===== src/rtl/dpsram_fifo_ctrl_pkg.sv =====
// Shared definitions for SRAM-backed queues: pointer type and width derivations.
package dpsram_fifo_ctrl_pkg;

  function automatic int unsigned fifo_addr_w(input int unsigned depth);
    return $clog2(depth);
  endfunction

  // Occupancy spans 0..DEPTH+2 (SRAM plus in-flight read plus two skid entries).
  function automatic int unsigned fifo_cnt_w(input int unsigned depth);
    return $clog2(depth + 3);
  endfunction

  localparam int unsigned FIFO_DEPTH_DEF  = 1024;
  localparam int unsigned FIFO_ADDR_W_DEF = fifo_addr_w(FIFO_DEPTH_DEF);

  // Pointer with one extra wrap bit above the SRAM address.
  typedef logic [FIFO_ADDR_W_DEF:0] fifo_ptr_t;

endpackage


===== src/rtl/dpsram_fifo_ctrl_if.sv =====
// Producer/consumer handshake bundle of the SRAM-backed FIFO.
interface dpsram_fifo_ctrl_if #(
  parameter int unsigned DATA_WIDTH = 32
);
  logic                  push_valid_i;
  logic                  push_ready_o;
  logic [DATA_WIDTH-1:0] push_data_i;
  logic                  pop_valid_o;
  logic                  pop_ready_i;
  logic [DATA_WIDTH-1:0] pop_data_o;

  modport slave (
    input  push_valid_i, push_data_i, pop_ready_i,
    output push_ready_o, pop_valid_o, pop_data_o
  );

  modport master (
    output push_valid_i, push_data_i, pop_ready_i,
    input  push_ready_o, pop_valid_o, pop_data_o
  );
endinterface


===== src/rtl/dpsram_fifo_ctrl_skid.sv =====
// Two-entry show-ahead output buffer absorbing the 1-cycle SRAM read latency.
module fifo_out_skid #(
  parameter int unsigned DATA_WIDTH = 32
) (
  input  logic                  clk,
  input  logic                  rst,
  input  logic                  flush_i,
  input  logic                  cap_valid_i,
  input  logic [DATA_WIDTH-1:0] cap_data_i,
  input  logic                  pop_i,
  output logic                  head_valid_o,
  output logic [DATA_WIDTH-1:0] head_data_o,
  output logic [1:0]            cnt_o
);

  logic [DATA_WIDTH-1:0] ent0_q, ent0_d, ent1_q, ent1_d;
  logic [1:0]            cnt_q, cnt_d;

  // Head pops and tail fills may coincide; entry 0 is always the head.
  always_comb begin
    ent0_d = ent0_q;
    ent1_d = ent1_q;
    cnt_d  = cnt_q;
    unique case ({pop_i, cap_valid_i})
      2'b11: begin
        if (cnt_q == 2'd2) begin
          ent0_d = ent1_q;
          ent1_d = cap_data_i;
        end else begin
          ent0_d = cap_data_i;
        end
      end
      2'b10: begin
        ent0_d = ent1_q;
        cnt_d  = cnt_q - 2'd1;
      end
      2'b01: begin
        if (cnt_q == 2'd0) ent0_d = cap_data_i;
        else               ent1_d = cap_data_i;
        cnt_d = cnt_q + 2'd1;
      end
      default: ;
    endcase
    if (flush_i) cnt_d = 2'd0;
  end

  always_ff @(posedge clk) begin
    if (rst) cnt_q <= 2'd0;
    else     cnt_q <= cnt_d;
  end

  always_ff @(posedge clk) begin
    ent0_q <= ent0_d;
    ent1_q <= ent1_d;
  end

  assert property (@(posedge clk) disable iff (rst) cnt_q <= 2'd2);

  assign head_valid_o = (cnt_q != 2'd0);
  assign head_data_o  = ent0_q;
  assign cnt_o        = cnt_q;

endmodule


===== src/rtl/dpsram_fifo_ctrl.sv =====
// FIFO controller over an external dual-port SRAM: port 0 writes, port 1 reads into a skid buffer.
module dpsram_fifo_ctrl
  import dpsram_fifo_ctrl_pkg::*;
#(
  parameter  int unsigned DATA_WIDTH = 32,
  parameter  int unsigned DEPTH      = 1024,
  localparam int unsigned ADDR_W     = fifo_addr_w(DEPTH),
  localparam int unsigned CNT_W      = fifo_cnt_w(DEPTH)
) (
  input  logic                  clk,
  input  logic                  rst,
  input  logic                  flush_i,
  dpsram_fifo_ctrl_if.slave     bus,
  output logic [CNT_W-1:0]      count_o,
  output logic [ADDR_W-1:0]     sram_addr0_o,
  output logic                  sram_en0_o,
  output logic                  sram_we0_o,
  output logic [DATA_WIDTH-1:0] sram_wdata0_o,
  output logic [ADDR_W-1:0]     sram_addr1_o,
  output logic                  sram_en1_o,
  input  logic [DATA_WIDTH-1:0] sram_rdata1_i
);

  localparam int unsigned PTR_W = ADDR_W + 1;

  logic [PTR_W-1:0] wr_ptr_q, wr_ptr_d, rd_ptr_q, rd_ptr_d, mem_cnt;
  logic             rd_inflight_q, rd_inflight_d;
  logic             mem_full, mem_empty, push_fire, pop_fire, issue;
  logic [1:0]       ob_cnt;
  logic [2:0]       rd_pending;

  // Registered pointers only: an entry is never read in its write cycle.
  assign mem_cnt   = wr_ptr_q - rd_ptr_q;
  assign mem_full  = (mem_cnt == PTR_W'(DEPTH));
  assign mem_empty = (mem_cnt == '0);

  assign bus.push_ready_o = !rst && !flush_i && !mem_full;
  assign push_fire        = bus.push_valid_i && bus.push_ready_o;
  assign pop_fire         = bus.pop_valid_o && bus.pop_ready_i;

  // Issue a read only if its data will have a free skid slot on return.
  assign rd_pending = 3'(ob_cnt) + 3'(rd_inflight_q) - 3'(pop_fire);
  assign issue      = !rst && !mem_empty && !flush_i && (rd_pending < 3'd2);

  always_comb begin
    wr_ptr_d      = wr_ptr_q;
    rd_ptr_d      = rd_ptr_q;
    rd_inflight_d = 1'b0;
    if (flush_i) begin
      wr_ptr_d = '0;
      rd_ptr_d = '0;
    end else begin
      if (push_fire) wr_ptr_d = wr_ptr_q + PTR_W'(1);
      if (issue) begin
        rd_ptr_d      = rd_ptr_q + PTR_W'(1);
        rd_inflight_d = 1'b1;
      end
    end
  end

  always_ff @(posedge clk) begin
    if (rst) begin
      wr_ptr_q      <= '0;
      rd_ptr_q      <= '0;
      rd_inflight_q <= 1'b0;
    end else begin
      wr_ptr_q      <= wr_ptr_d;
      rd_ptr_q      <= rd_ptr_d;
      rd_inflight_q <= rd_inflight_d;
    end
  end

  assign sram_addr0_o  = wr_ptr_q[ADDR_W-1:0];
  assign sram_en0_o    = push_fire;
  assign sram_we0_o    = push_fire;
  assign sram_wdata0_o = bus.push_data_i;
  assign sram_addr1_o  = rd_ptr_q[ADDR_W-1:0];
  assign sram_en1_o    = issue;

  // A read outstanding across a flush returns into a cleared skid and is dropped.
  fifo_out_skid #(
    .DATA_WIDTH (DATA_WIDTH)
  ) u_skid (
    .clk          (clk),
    .rst          (rst),
    .flush_i      (flush_i),
    .cap_valid_i  (rd_inflight_q),
    .cap_data_i   (sram_rdata1_i),
    .pop_i        (pop_fire),
    .head_valid_o (bus.pop_valid_o),
    .head_data_o  (bus.pop_data_o),
    .cnt_o        (ob_cnt)
  );

  assign count_o = CNT_W'(mem_cnt) + CNT_W'(rd_inflight_q) + CNT_W'(ob_cnt);

endmodule


===== src/flat_wrapper.sv =====
// flat-port wrapper written by rule: the top's interface ports become plain ports
module dpsram_fifo_ctrl_flat import dpsram_fifo_ctrl_pkg::*;
#(
  parameter  int unsigned DATA_WIDTH = 32,
  parameter  int unsigned DEPTH      = 1024,
  localparam int unsigned ADDR_W     = fifo_addr_w(DEPTH),
  localparam int unsigned CNT_W      = fifo_cnt_w(DEPTH)
)
  (clk, rst, flush_i, count_o, sram_addr0_o, sram_en0_o, sram_we0_o, sram_wdata0_o, sram_addr1_o, sram_en1_o, sram_rdata1_i, bus_push_valid_i, bus_push_data_i, bus_pop_ready_i, bus_push_ready_o, bus_pop_valid_o, bus_pop_data_o);
  dpsram_fifo_ctrl_if #(.DATA_WIDTH(DATA_WIDTH)) bus_i ();
  input  logic clk;
  input  logic rst;
  input  logic flush_i;
  output logic [CNT_W-1:0] count_o;
  output logic [ADDR_W-1:0] sram_addr0_o;
  output logic sram_en0_o;
  output logic sram_we0_o;
  output logic [DATA_WIDTH-1:0] sram_wdata0_o;
  output logic [ADDR_W-1:0] sram_addr1_o;
  output logic sram_en1_o;
  input  logic [DATA_WIDTH-1:0] sram_rdata1_i;
  input wire logic [$bits(bus_i.push_valid_i)-1:0] bus_push_valid_i;
  input wire logic [$bits(bus_i.push_data_i)-1:0] bus_push_data_i;
  input wire logic [$bits(bus_i.pop_ready_i)-1:0] bus_pop_ready_i;
  output wire logic [$bits(bus_i.push_ready_o)-1:0] bus_push_ready_o;
  output wire logic [$bits(bus_i.pop_valid_o)-1:0] bus_pop_valid_o;
  output wire logic [$bits(bus_i.pop_data_o)-1:0] bus_pop_data_o;
  assign bus_i.push_valid_i = bus_push_valid_i;
  assign bus_i.push_data_i = bus_push_data_i;
  assign bus_i.pop_ready_i = bus_pop_ready_i;
  assign bus_push_ready_o = bus_i.push_ready_o;
  assign bus_pop_valid_o = bus_i.pop_valid_o;
  assign bus_pop_data_o = bus_i.pop_data_o;
  dpsram_fifo_ctrl #(.DATA_WIDTH(DATA_WIDTH), .DEPTH(DEPTH)) u_core (.clk(clk), .rst(rst), .flush_i(flush_i), .bus(bus_i), .count_o(count_o), .sram_addr0_o(sram_addr0_o), .sram_en0_o(sram_en0_o), .sram_we0_o(sram_we0_o), .sram_wdata0_o(sram_wdata0_o), .sram_addr1_o(sram_addr1_o), .sram_en1_o(sram_en1_o), .sram_rdata1_i(sram_rdata1_i));
endmodule

===== config.mk =====
export PLATFORM = sky130hd
export DESIGN_NAME = dpsram_fifo_ctrl_flat
export DESIGN_NICKNAME = d
export VERILOG_FILES = /design/src/rtl/dpsram_fifo_ctrl_pkg.sv /design/src/rtl/dpsram_fifo_ctrl_if.sv /design/src/rtl/dpsram_fifo_ctrl_skid.sv /design/src/rtl/dpsram_fifo_ctrl.sv /design/src/flat_wrapper.sv
export SDC_FILE = /design/constraint.sdc
export NUM_CORES = 1
export LEC_CHECK = 0
export ABC_AREA = 0
export BUFFER_PORTS_ARGS = -buffer_cell sky130_fd_sc_hd__buf_2
export CORE_UTILIZATION = 30
export CTS_BUF_LIST = sky130_fd_sc_hd__clkbuf_8
export DETAILED_ROUTE_END_ITERATION = 7
export GPL_ROUTABILITY_DRIVEN = 0
export PLACE_DENSITY = 0.49
export SYNTH_ARGS = -nofsm -noshare
export SYNTH_HDL_FRONTEND = slang
export SYNTH_SLANG_ARGS = --single-unit

===== constraint.sdc =====
create_clock -name clk -period 6.25 [get_ports clk]
set_input_delay 1.25 -clock clk [delete_from_list [all_inputs] [get_ports clk]]
set_output_delay 1.25 -clock clk [all_outputs]
set_load 0.1 [all_outputs]

; ---- Yosys cells after proc, flatten, opt, wreduce, memory -nomap -nowiden
; Cells that the tools add are included.
[op_classes]
add_sub_neg = 9
magnitude_cmp = 1
eq_ne = 8
n_mux = 8
n_reduce_logical = 20
[ops]
columns = cell, count
row1 = $mux W32, 4
row2 = $pmux W32 S3, 1
row3 = $pmux W32 S2, 1
row4 = $add A11 B1 Y11 const B, 2
row5 = $add A11 B1 Y11, 1
row6 = $add A11 B2 Y11, 1
row7 = $eq A11 B11 Y1 const B, 1
row8 = $logic_not A11 Y1, 1
row9 = $sub A11 B11 Y11, 1
row10 = $logic_and A1 B1 Y1, 7
row11 = $eq A2 B2 Y1 const B, 3
row12 = $ne A2 B2 Y1 const B, 3
row13 = $reduce_bool A2 Y1, 3
row14 = $logic_not A1 Y1, 4
row15 = $pmux W2 S2, 1
row16 = $add A2 B1 Y3, 1
row17 = $lt A3 B2 Y1 const B, 1
row18 = $reduce_and A3 Y1, 1
row19 = $reduce_bool A3 Y1, 1
row20 = $sub A3 B1 Y3, 1
row21 = $add A2 B1 Y2 const B, 1
row22 = $eq A2 B1 Y1 const B, 1
row23 = $logic_not A2 Y1, 1
row24 = $reduce_and A2 Y1, 1
row25 = 3 further kinds, 3
[word_totals]
ff_bits = 89
elab_cells = 52

; ---- Longest topological paths before layout
; Gate-level depths: netlist (run 1).
[logic_depth]
ltp_word = 7
mapped_depth = 15

; ---- Hierarchy
; Synthesis (run 1) repeated with hierarchy kept, for this count alone.
[hier_totals]
cells_unflattened = 436
hier_area_um2 = 4993.5
[modules_own_cells]
columns = mod, n_inst, cells_per_inst, area_per_inst_um2
row1 = dpsram_fifo_ctrl, 1, 311, 2517.4
row2 = fifo_out_skid, 1, 125, 2476.1

; ---- Least setup slack after synthesis (run 1)
; Ideal clock, no wire load.
[synth_path]
path_kind = register to output
from = reg u_core.wr_ptr_q[0]
to = out count_o[10]
arrival_time_ns = 4.025
setup_slack_ns = 0.975
stages_incl_launch_ff = 12
path_buffers = 0
cell_sequence = dfxtp_1 > inv_1 > ha_1 > inv_1 > fa_1 > inv_1 > fa_1 > nor3b_1 > nand3_1 > nor3b_1 > nand3_1 > xnor2_1
[synth_between]
elab_chain_len = 3
[synth_lines]
columns = item, line
row1 = from (decl), dpsram_fifo_ctrl.sv:26  ; logic [PTR_W-1:0] wr_ptr_q, wr_ptr_d, rd_ptr_q, rd_ptr_d, mem_cnt;
row2 = from (signal assigned), dpsram_fifo_ctrl.sv:67  ; wr_ptr_q <= wr_ptr_d;
row3 = $sub A11 B11 Y11, dpsram_fifo_ctrl.sv:33  ; assign mem_cnt = wr_ptr_q - rd_ptr_q;
row4 = $add A11 B1 Y11, dpsram_fifo_ctrl.sv:95  ; assign count_o = CNT_W'(mem_cnt) + CNT_W'(rd_inflight_q) + CNT_W'(ob_cnt);
row5 = $add A11 B2 Y11, dpsram_fifo_ctrl.sv:95
row6 = to (decl), flat_wrapper.sv:14  ; output logic [CNT_W-1:0] count_o;
; Every way passes these cells.

; ---- Final worst setup path (run 1)
; Ends and elaborated chain as after synthesis.

==> results of run 1 <==
[cell usage after synthesis, types with 8 or more instances]
master	count
or4_1	8
a221oi_1	33
o21ai_1	9
o31ai_1	10
a21oi_1	20
clkbuf_1	18
ha_1	17
xnor2_1	10
a31oi_1	33
or3_1	11
xor2_1	11
inv_1	25
dfxtp_1	25
nand3_1	12
edfxtp_1	64
buf_4	53
nor2_1	18
nand2_1	80
[worst max path at each step]
stage,start,end,slack (ns),cells past startpoint
2_1_floorplan,u_core.wr_ptr_q[0]$_SDFFE_PP0P_,count_o[10],0.98,11
3_3_place_gp,bus_pop_ready_i,sram_en1_o,1.51,12
3_5_place_dp,bus_pop_ready_i,sram_en1_o,1.47,12
4_1_cts,u_core.wr_ptr_q[0]$_SDFFE_PP0P_,count_o[10],1.16,12
5_1_grt,u_core.wr_ptr_q[0]$_SDFFE_PP0P_,count_o[10],0.97,12
6_report,u_core.wr_ptr_q[0]$_SDFFE_PP0P_,count_o[10],1.21,12
[cells in the final DEF (no fill, tap or decap), drive strengths merged, types with 5 or more instances in the layout]
| master | count |
|---|---|
| nand3 | 13 |
| nor2 | 19 |
| a221oi | 33 |
| or3 | 11 |
| a21oi | 21 |
| xnor2 | 11 |
| or4 | 8 |
| clkbuf | 9 |
| dfxtp | 25 |
| nand2 | 81 |
| a31oi | 33 |
| buf | 111 |
| ha | 17 |
| o21ai | 14 |
| xor2 | 11 |
| a211oi | 5 |
| o31ai | 12 |
| edfxtp | 64 |
| inv | 28 |
[metrics by stage]
step / setup WS [ns] / utilization, % / total power (W) / cell area, µm²
2_1_floorplan: 0.975 / - / 0.00137 / 5280
3_3_place_gp: 1.51 / 32.5 / 0.00138 / 5610
3_5_place_dp: 1.47 / 32.5 / 0.00139 / 5610
4_1_cts: 1.16 / 33.6 / 0.00177 / 5780
5_1_grt: 0.972 / 33.6 / 0.00182 / 5780
6_report: 1.21 / 33.6 / 0.00174 / 5780
[cell families (layout without fill, tap and decap cells)]
logic type | Yosys count | in the layout | synth area share (%)
compound gates | 130 | 130 | 17.6
xor+xnor | 22 | 22 | 3.79
fa+ha+maj | 21 | 21 | 5.55
buf+inv | 105 | 152 | 12.2
flops | 89 | 89 | 45.9
mux | 4 | 4 | 0.783
simple gates | 155 | 155 | 14.2
[where the power goes]
group / internal (W) / switching (W)
registers: 0.000703 / 0.0000156
clock network: 0.000145 / 0.000223
logic: 0.000128 / 0.000523
total: 0.000976 / 0.000761
[cell type report]
class	count	area, µm²	area share [%]
Clock buffer	9	124	2.14
Clock inverter	7	48.8	0.844
Inverter	25	93.8	1.62
Multi-Input combinational cell	332	2240	38.7
Sequential cell	89	2420	41.9
Tap cell	225	282	4.87
Timing Repair Buffer	111	573	9.91
[sequential cells by signal, summed over array words and instances (netlist names)]
register,cells
u_core.u_skid.cnt_o,2
u_core.wr_ptr_q,11
u_core.rd_ptr_q,11
u_core.rd_inflight_q,1
u_core.u_skid.head_data_o,32
u_core.u_skid.ent1_q,32
[routing by layer]
| layer | track usage, % | vias to the layer above |
|---|---|---|
| li1 | - | 1976 |
| met1 | 17.4 | 2040 |
| met2 | 26.3 | 129 |
| met3 | 3.98 | 36 |
| met4 | 5.24 | 0 |
| met5 | 0 | - |
[critical path: stages (launching register included)]
cell and delay (ns):
dfxtp_1 0.36, inv_1 0.12, ha_1 0.18, inv_1 0.06
fa_1 0.50, inv_1 0.08, fa_1 0.43, nor3b_1 0.37
nand3_1 0.18, nor3b_1 0.39, nand3_1 0.15, xnor2_1 0.16
buf_2 0.44
==> results.yml, run 1 <==
outcome:
  status: "completed"
placement:
  dp_cells: 782
  place_hpwl_um: 8910
  portBuffers: 104
clocking:
  cts_buffer_depth: 2
  cts_setup_buffers: 0
  numClockSinks: 89
  cts_tree: "yes"
  insertion_delay_ns: 0.37
  htree_num_levels: 3
  numCtsBuffers: 9
  cts-hold-fix-buffers: 0
  post_cts_resized: 0
  clock-root-buffer: "clkbuf_8"
  path_clk_slew_ns: 0.09
worst_hold_path:
  hold_end: "u_core.rd_ptr_q[7]$_SDFFE_PP0P_"
  hp-start: "u_core.rd_ptr_q[7]$_SDFFE_PP0P_"
  whs_path_depth: 2
  hold_path_class: "flop to flop"
critical_path:
  worstReg2RegStart: "u_core.u_skid.cnt_o[1]$_SDFFE_PP0N_"
  start_kind: "flop"
  r2r_cells: 13
  path_class: "flop to output pin"
  r2r_slack_ns: 2.92
  end_kind: "output pin"
  worst_r2r_endpoint: "u_core.rd_ptr_q[10]$_SDFFE_PP0P_"
  worstPathArrival_ns: 3.79
  critPathRequiredTime_ns: 5.00
  critical_path_peak_fanout: 5
grt:
  antenna_found_initial: 0
  overflow: 0
  grt_max_degree: 68
  grt_pass1_wl_um: 21100
  grt.total_usage_pct: 15.0
  grt_pass1_vias: 4073
logic_synthesis:
  ys_top_cells_by_area: "edfxtp_1 36%, dfxtp_1 9.5%, buf_4 7.5%, nand2_1 5.7%, a221oi_1 5.5%"
  netlist.area_leader.share_pct: 36.4
  yosysWarnings: 0
  ys_seq_elements: 89
  synth_flop_cell: "edfxtp_1"
  yosysSeqAreaShare_pct: 45.9
  synth_area_um2: 5280
  synth-edff-count: 64
  syn-num-nets: 616
  async_flop_share_pct: 0
  synth_cell_types: 52
  post_synth.cell_area_avg_um2: 10.0
  synthCells: 526
  synth_area_leader_cell: "edfxtp_1"
timing:
  period_minus_slack_ns: 5.04
  slew_viol_final: 0
  finalHoldViolations: 0
  fmax_mhz: 198
  rsz0062_at_grt: "false"
  final-setup-viol-count: 0
  tightest_slew_ns: 1.10
  post-route-period-util_pct: 80.7
  finalClockSkew_ns: 0.00661
  fin_tns_setup_ns: 0
  slew_headroom_pct: 26.2
  hold_slack_ns: 0.527
die:
  core_area_um2: 17200
  start_util_pct: 30.6
  rows: 48
  die-width_um: 135
  io_pins: 169
  fp.dieH_um: 135
  die_area_um2: 18100
cells_and_area:
  nets: 658
  drive_gt1_share_pct: 25.0
  fin_cells: 798
  area_growth_syn_to_layout_pct: 9.60
  n_antenna_cell: 0
  fill_cells: 1766
power_and_ir_drop:
  p_leak_nw: 2.27
  power_density_nw_per_um2: 300
  ir_worst_vdd_mv: 0.149
route:
  wl_met2_um: 6710
  post-route-drc-count: 0
  final_antenna_net_count: 0
  vias: 4181
  viasPerCell: 5.24
  drt-met1-wl_um: 5710
  wl_met3_um: 703
  drt_wl_total_um: 13400
  wl_per_cell_um: 16.8
  top_layer: "met4"
  drt_iter0_markers: 263
  drt_first_pass_iters: 5
flow_run:
  max-cap-violations: 0
No activity file was read; power rests on OpenSTA's default activity.
==> run 2, diff against run 1 <==
- clock period: 6.25 -> 5.3 ns (I/O delays scaled with it)
==> results.yml, run 2 (synthesis results as in run 1) <==
power_and_ir_drop:
  power_density_nw_per_um2: 364
  p_leak_nw: 2.28
  ir_worst_vdd_mv: 0.214
  p_total_w: 0.00211
cells_and_area:
  regArea_um2: 2420
  final_cell_mix: "104 x buf_2, 80 x nand2_1, 64 x edfxtp_1"
  fill_cells: 1771
  final_common_cell: "buf_2"
  drive_gt1_share_pct: 25.1
  area_growth_syn_to_layout_pct: 10.1
  fin_util_pct: 33.7
  nets: 658
  multi_input_area_um2: 2240
  n_antenna_cell: 0
clocking:
  clock-root-buffer: "clkbuf_8"
  numClockSinks: 89
  cts_setup_buffers: 0
  cts_tree: "yes"
  numCtsBuffers: 9
  path_clk_slew_ns: 0.10
  htree_num_levels: 3
  insertion_delay_ns: 0.37
  cts-hold-fix-buffers: 0
  cts_buffer_depth: 2
  post_cts_resized: 0
timing:
  fmax_mhz: 208
  fin_tns_setup_ns: 0
  final-setup-viol-count: 0
  slew_headroom_pct: 22.1
  slew_viol_final: 0
  finalHoldViolations: 0
  rsz0062_at_grt: "false"
  finalClockSkew_ns: 0.0103
  tightest_slew_ns: 1.16
  period_minus_slack_ns: 4.80
  post-route-period-util_pct: 90.6
grt:
  overflow: 0
  grt.total_usage_pct: 14.9
  grt_max_degree: 68
  antenna_found_initial: 0
  grt_pass1_vias: 3978
  grt_pass1_wl_um: 20800
route:
  wl_per_cell_um: 17.0
  post-route-drc-count: 0
  vias: 4119
  drt_wl_total_um: 13500
  drt_iter0_markers: 213
  final_antenna_net_count: 0
  drt_first_pass_iters: 5
  viasPerCell: 5.16
die:
  start_util_pct: 30.6
  io_pins: 169
  core_area_um2: 17200
  rows: 48
  die_area_um2: 18100
  die-width_um: 135
  fp.dieH_um: 135
critical_path:
  worstPathArrival_ns: 3.74
  path_class: "flop to output pin"
  critPathRequiredTime_ns: 4.24
  end_kind: "output pin"
  path_delay_family: "adder cells"
  path_cells: "inv_1, ha_1, inv_1, fa_1, inv_1, fa_1, nor3b_1, nand3_1, nor3b_1, nand3_1, xnor2_1, buf_2"
  critical_path_peak_fanout: 5
  start_kind: "flop"
  cpMostUsedCell: "inv_1"
  cp_slowest_cell: "fa_1"
  critical_path_buf_inv_count: 4
  cpPeakStageDelay_ns: 0.50
placement:
  portBuffers: 104
  place_hpwl_um: 8950
worst_hold_path:
  hold_path_class: "flop to flop"
outcome:
  status: "completed"
flow_run:
  max-cap-violations: 0
## run 2: final timing paths
check,startpoint,endpoint,slack (ns),cells after the start
worst max-delay path,u_core.wr_ptr_q[0]$_SDFFE_PP0P_,count_o[10],0.50,12
worst min-delay path,u_core.rd_ptr_q[7]$_SDFFE_PP0P_,u_core.rd_ptr_q[7]$_SDFFE_PP0P_,0.53,2
worst max register to register,u_core.u_skid.cnt_o[1]$_SDFFE_PP0N_,u_core.rd_ptr_q[10]$_SDFFE_PP0P_,1.90,13
worst min register to register,u_core.rd_ptr_q[7]$_SDFFE_PP0P_,u_core.rd_ptr_q[7]$_SDFFE_PP0P_,0.53,2
## run 2: worst min-delay path, stage by stage (launching register included)
cell and delay [ns]:
dfxtp_1 0.35, o31ai_1 0.08, a21oi_1 0.06
## run 2: metal layers
metal | GRT usage [%] | wire, µm | up-vias | share of wire, %
met5 | 0 | 0 | - | 0
met4 | 5.81 | 278 | 0 | 2.1
met3 | 3.34 | 882 | 41 | 6.5
met2 | 25.4 | 6480 | 149 | 48
met1 | 18.3 | 5900 | 1959 | 44
li1 | - | - | 1970 | -
## run 2: stage by stage
| step | std cells | setup slack [ns] | hold WS [ns] | instance area [µm²] |
|---|---|---|---|---|
| CTS | 798 | 0.480 | 0.527 | 5810 |
| global placement | 782 | 0.997 | 0.509 | 5610 |
| detailed placement | 782 | 0.940 | 0.510 | 5610 |
| floorplan | 526 | 0.215 | 0.473 | 5280 |
| finish | 798 | 0.500 | 0.525 | 5810 |
| global route | 798 | 0.299 | 0.571 | 5810 |
## run 2: power breakdown
part	leakage [nW]	switching [W]	internal, W	total (W)
logic	1.40	0.000624	0.000151	0.000775
registers	0.783	0.0000175	0.000830	0.000847
clock network	0.0943	0.000268	0.000222	0.000490
total	2.28	0.000910	0.00120	0.00211
## run 2: cell type report
class | instances | share of cell area [%]
flip-flops and latches | 89 | 41.7
repair buffers | 111 | 9.86
inverters | 25 | 1.62
multi-input cells | 332 | 38.6
clock buffers | 9 | 2.13
clock inverters | 7 | 1.29
well taps | 225 | 4.85
==> run 3, diff against run 2 <==
- ABC_AREA: 0 -> 1
- HOLD_SLACK_MARGIN: unset -> 0.03
- PLACE_DENSITY: 0.49 -> 0.48
==> results.yml, run 3 <==
outcome:
  status: "completed"
timing:
  fin_tns_setup_ns: 0
  slew_headroom_pct: 36.6
  period_minus_slack_ns: 4.60
  rsz0062_at_grt: "false"
  slew_viol_final: 0
  fmax_mhz: 217
  tightest_slew_ns: 0.949
  post-route-period-util_pct: 86.8
  finalClockSkew_ns: 0.0151
  finalHoldViolations: 0
  final-setup-viol-count: 0
clocking:
  clock-root-buffer: "clkbuf_8"
  path_clk_slew_ns: 0.09
  cts_setup_buffers: 0
  cts_tree: "yes"
  numCtsBuffers: 9
  cts-hold-fix-buffers: 0
  numClockSinks: 89
  cts_buffer_depth: 2
  htree_num_levels: 3
  insertion_delay_ns: 0.39
  post_cts_resized: 0
power_and_ir_drop:
  p_leak_nw: 2.79
  switching_share_pct: 57.9
  p_total_w: 0.00364
  ir_worst_vdd_mv: 0.354
  switching_power_w: 0.00211
  combinationalPowerShare_pct: 58.8
  power_density_nw_per_um2: 572
  p_int_w: 0.00153
  power.share.clock_pct: 13.6
  seq_power_share_pct: 27.6
die:
  start_util_pct: 30.7
  core_area_um2: 18800
  io_pins: 169
  die_area_um2: 19800
  rows: 50
  fp.dieH_um: 141
  die-width_um: 141
grt:
  grt.total_usage_pct: 15.1
  grt_max_degree: 35
  busiest_layer: "met2"
  grt_use_met1_pct: 19.9
  grt_pass1_vias: 4358
  antenna_found_initial: 0
  gr-usage-met2_pct: 24.6
  gr-usage-met3_pct: 2.41
  grt_pass1_wl_um: 23200
  overflow: 0
critical_path:
  r2r_cells: 15
  start_kind: "flop"
  r2r_slack_ns: 2.37
  worst_r2r_endpoint: "u_core.rd_ptr_q[1]$_SDFFE_PP0P_"
  cpPeakStageDelay_ns: 0.51
  end_kind: "output pin"
  cp-endpoint: "count_o[10]"
  startpoint: "u_core.rd_ptr_q[0]$_SDFFE_PP0P_"
  path_cells: "ha_1, inv_1, fa_1, inv_1, fa_1, nor2_1, nand2_1, nor3_2, nand3_1, nor3_2, xnor2_1, buf_2"
  critPathRequiredTime_ns: 4.24
  critical_path_peak_fanout: 7
  path_class: "flop to output pin"
  cp_slowest_cell: "dfxtp_1"
  worstPathArrival_ns: 3.54
  worstReg2RegStart: "u_core.rd_ptr_q[0]$_SDFFE_PP0P_"
cells_and_area:
  fin_cells: 1022
  final_common_cell: "nand2_1"
  final_cell_mix: "159 x nand2_1, 103 x buf_2, 100 x o21ai_0"
  n_antenna_cell: 0
  drive_gt1_share_pct: 18.8
  nets: 873
  area_growth_syn_to_layout_pct: 10.3
logic_synthesis:
  synth-edff-count: 64
  synth_area_leader_cell: "edfxtp_1"
  synth.top_cells.by_count: "159 x nand2_1, 101 x o21ai_0, 93 x inv_1, 64 x edfxtp_1, 62 x nor2_1"
  yosysWarnings: 0
  yosysSeqAreaShare_pct: 42.0
  ys_seq_elements: 89
  syn-num-nets: 827
  netlist.area_leader.share_pct: 33.3
  synth_most_common_cell: "nand2_1"
  synth_area_um2: 5770
  async_flop_share_pct: 0
  post_synth.cell_area_avg_um2: 7.83
  synth_cell_types: 28
  synthCells: 737
  synth_flop_cell: "edfxtp_1"
  ys_top_cells_by_area: "edfxtp_1 33%, nand2_1 10%, o21ai_0 8.8%, dfxtp_1 8.7%, buf_4 6.9%"
route:
  vias: 4742
  drt_wl_total_um: 14600
  drt_iter0_markers: 277
  drt_first_pass_iters: 4
  final_antenna_net_count: 0
  wl_per_cell_um: 14.3
  viasPerCell: 4.64
  post-route-drc-count: 0
flow_run:
  max-cap-violations: 0
placement:
  portBuffers: 104
  dp_cells: 1006
  place_hpwl_um: 10000
worst_hold_path:
  hold_path_class: "flop to flop"
-- run 3: layout make-up --
class | instances | area (µm²)
Timing Repair Buffer | 115 | 618
Clock buffer | 9 | 124
Sequential cell | 89 | 2420
Clock inverter | 7 | 78.8
Fill cell | 1990 | 12400
Multi-Input combinational cell | 474 | 2470
Inverter | 94 | 353
Tap cell | 234 | 293
-- run 3: worst min path at each step --
stage / to / startpoint / depth (start not counted)
floorplan: u_core.rd_ptr_q[9]$_SDFFE_PP0P_ / u_core.rd_ptr_q[9]$_SDFFE_PP0P_ / 2
global placement: u_core.rd_ptr_q[9]$_SDFFE_PP0P_ / u_core.rd_ptr_q[9]$_SDFFE_PP0P_ / 2
detailed placement: u_core.rd_ptr_q[9]$_SDFFE_PP0P_ / u_core.rd_ptr_q[9]$_SDFFE_PP0P_ / 2
CTS: u_core.rd_ptr_q[9]$_SDFFE_PP0P_ / u_core.rd_ptr_q[9]$_SDFFE_PP0P_ / 2
global route: u_core.rd_ptr_q[9]$_SDFFE_PP0P_ / u_core.rd_ptr_q[9]$_SDFFE_PP0P_ / 2
finish: u_core.rd_ptr_q[9]$_SDFFE_PP0P_ / u_core.rd_ptr_q[9]$_SDFFE_PP0P_ / 2
-- run 3: critical path: cells and delay by family (launching register included) --
family	cells	cell delay [ns]
XOR/XNOR	1	0.14
adder cells (fa/ha/maj)	3	1.18
buffers and inverters	3	0.60
AND/OR/NAND/NOR	5	0.74
flip-flops	1	0.51
-- run 3: per-stage QoR --
| stage | util, % | instance area (µm²) | hold WS, ns | setup WS [ns] |
|---|---|---|---|---|
| floorplan | - | 5770 | 0.452 | 0.634 |
| global placement | 32.8 | 6160 | 0.494 | 1.02 |
| detailed placement | 32.8 | 6160 | 0.479 | 0.926 |
| CTS | 33.9 | 6360 | 0.496 | 0.647 |
| global route | 33.9 | 6360 | 0.520 | 0.426 |
| finish | 33.9 | 6360 | 0.490 | 0.697 |
-- run 3: cell families (layout without fill, tap and decap cells) --
family,Yosys count,after routing,synth area share [%]
buffers and inverters,174,225,15.2
DFF,89,89,42.0
xor gates and xnor gates,29,29,4.40
adders and majority gates,21,21,5.08
AOI/OAI and AO/OA,129,129,11.3
and+or+nand+nor,295,295,22.0
-- run 3: power groups by stage --
stage | registers [W] | clock network (W) | logic [W]
2_1_floorplan | 0.00179 | 0 | 0.00112
3_3_place_gp | 0.00102 | 0 | 0.00216
3_5_place_dp | 0.00102 | 0 | 0.00216
4_1_cts | 0.00101 | 0.000515 | 0.00216
5_1_grt | 0.00102 | 0.000542 | 0.00228
6_report | 0.00100 | 0.000494 | 0.00214
-- run 3: layer usage --
metal  wire, µm  share of wire, %
met5          0                 0
met4        278               1.9
met3        576               3.9
met2       6760                46
met1       7020                48
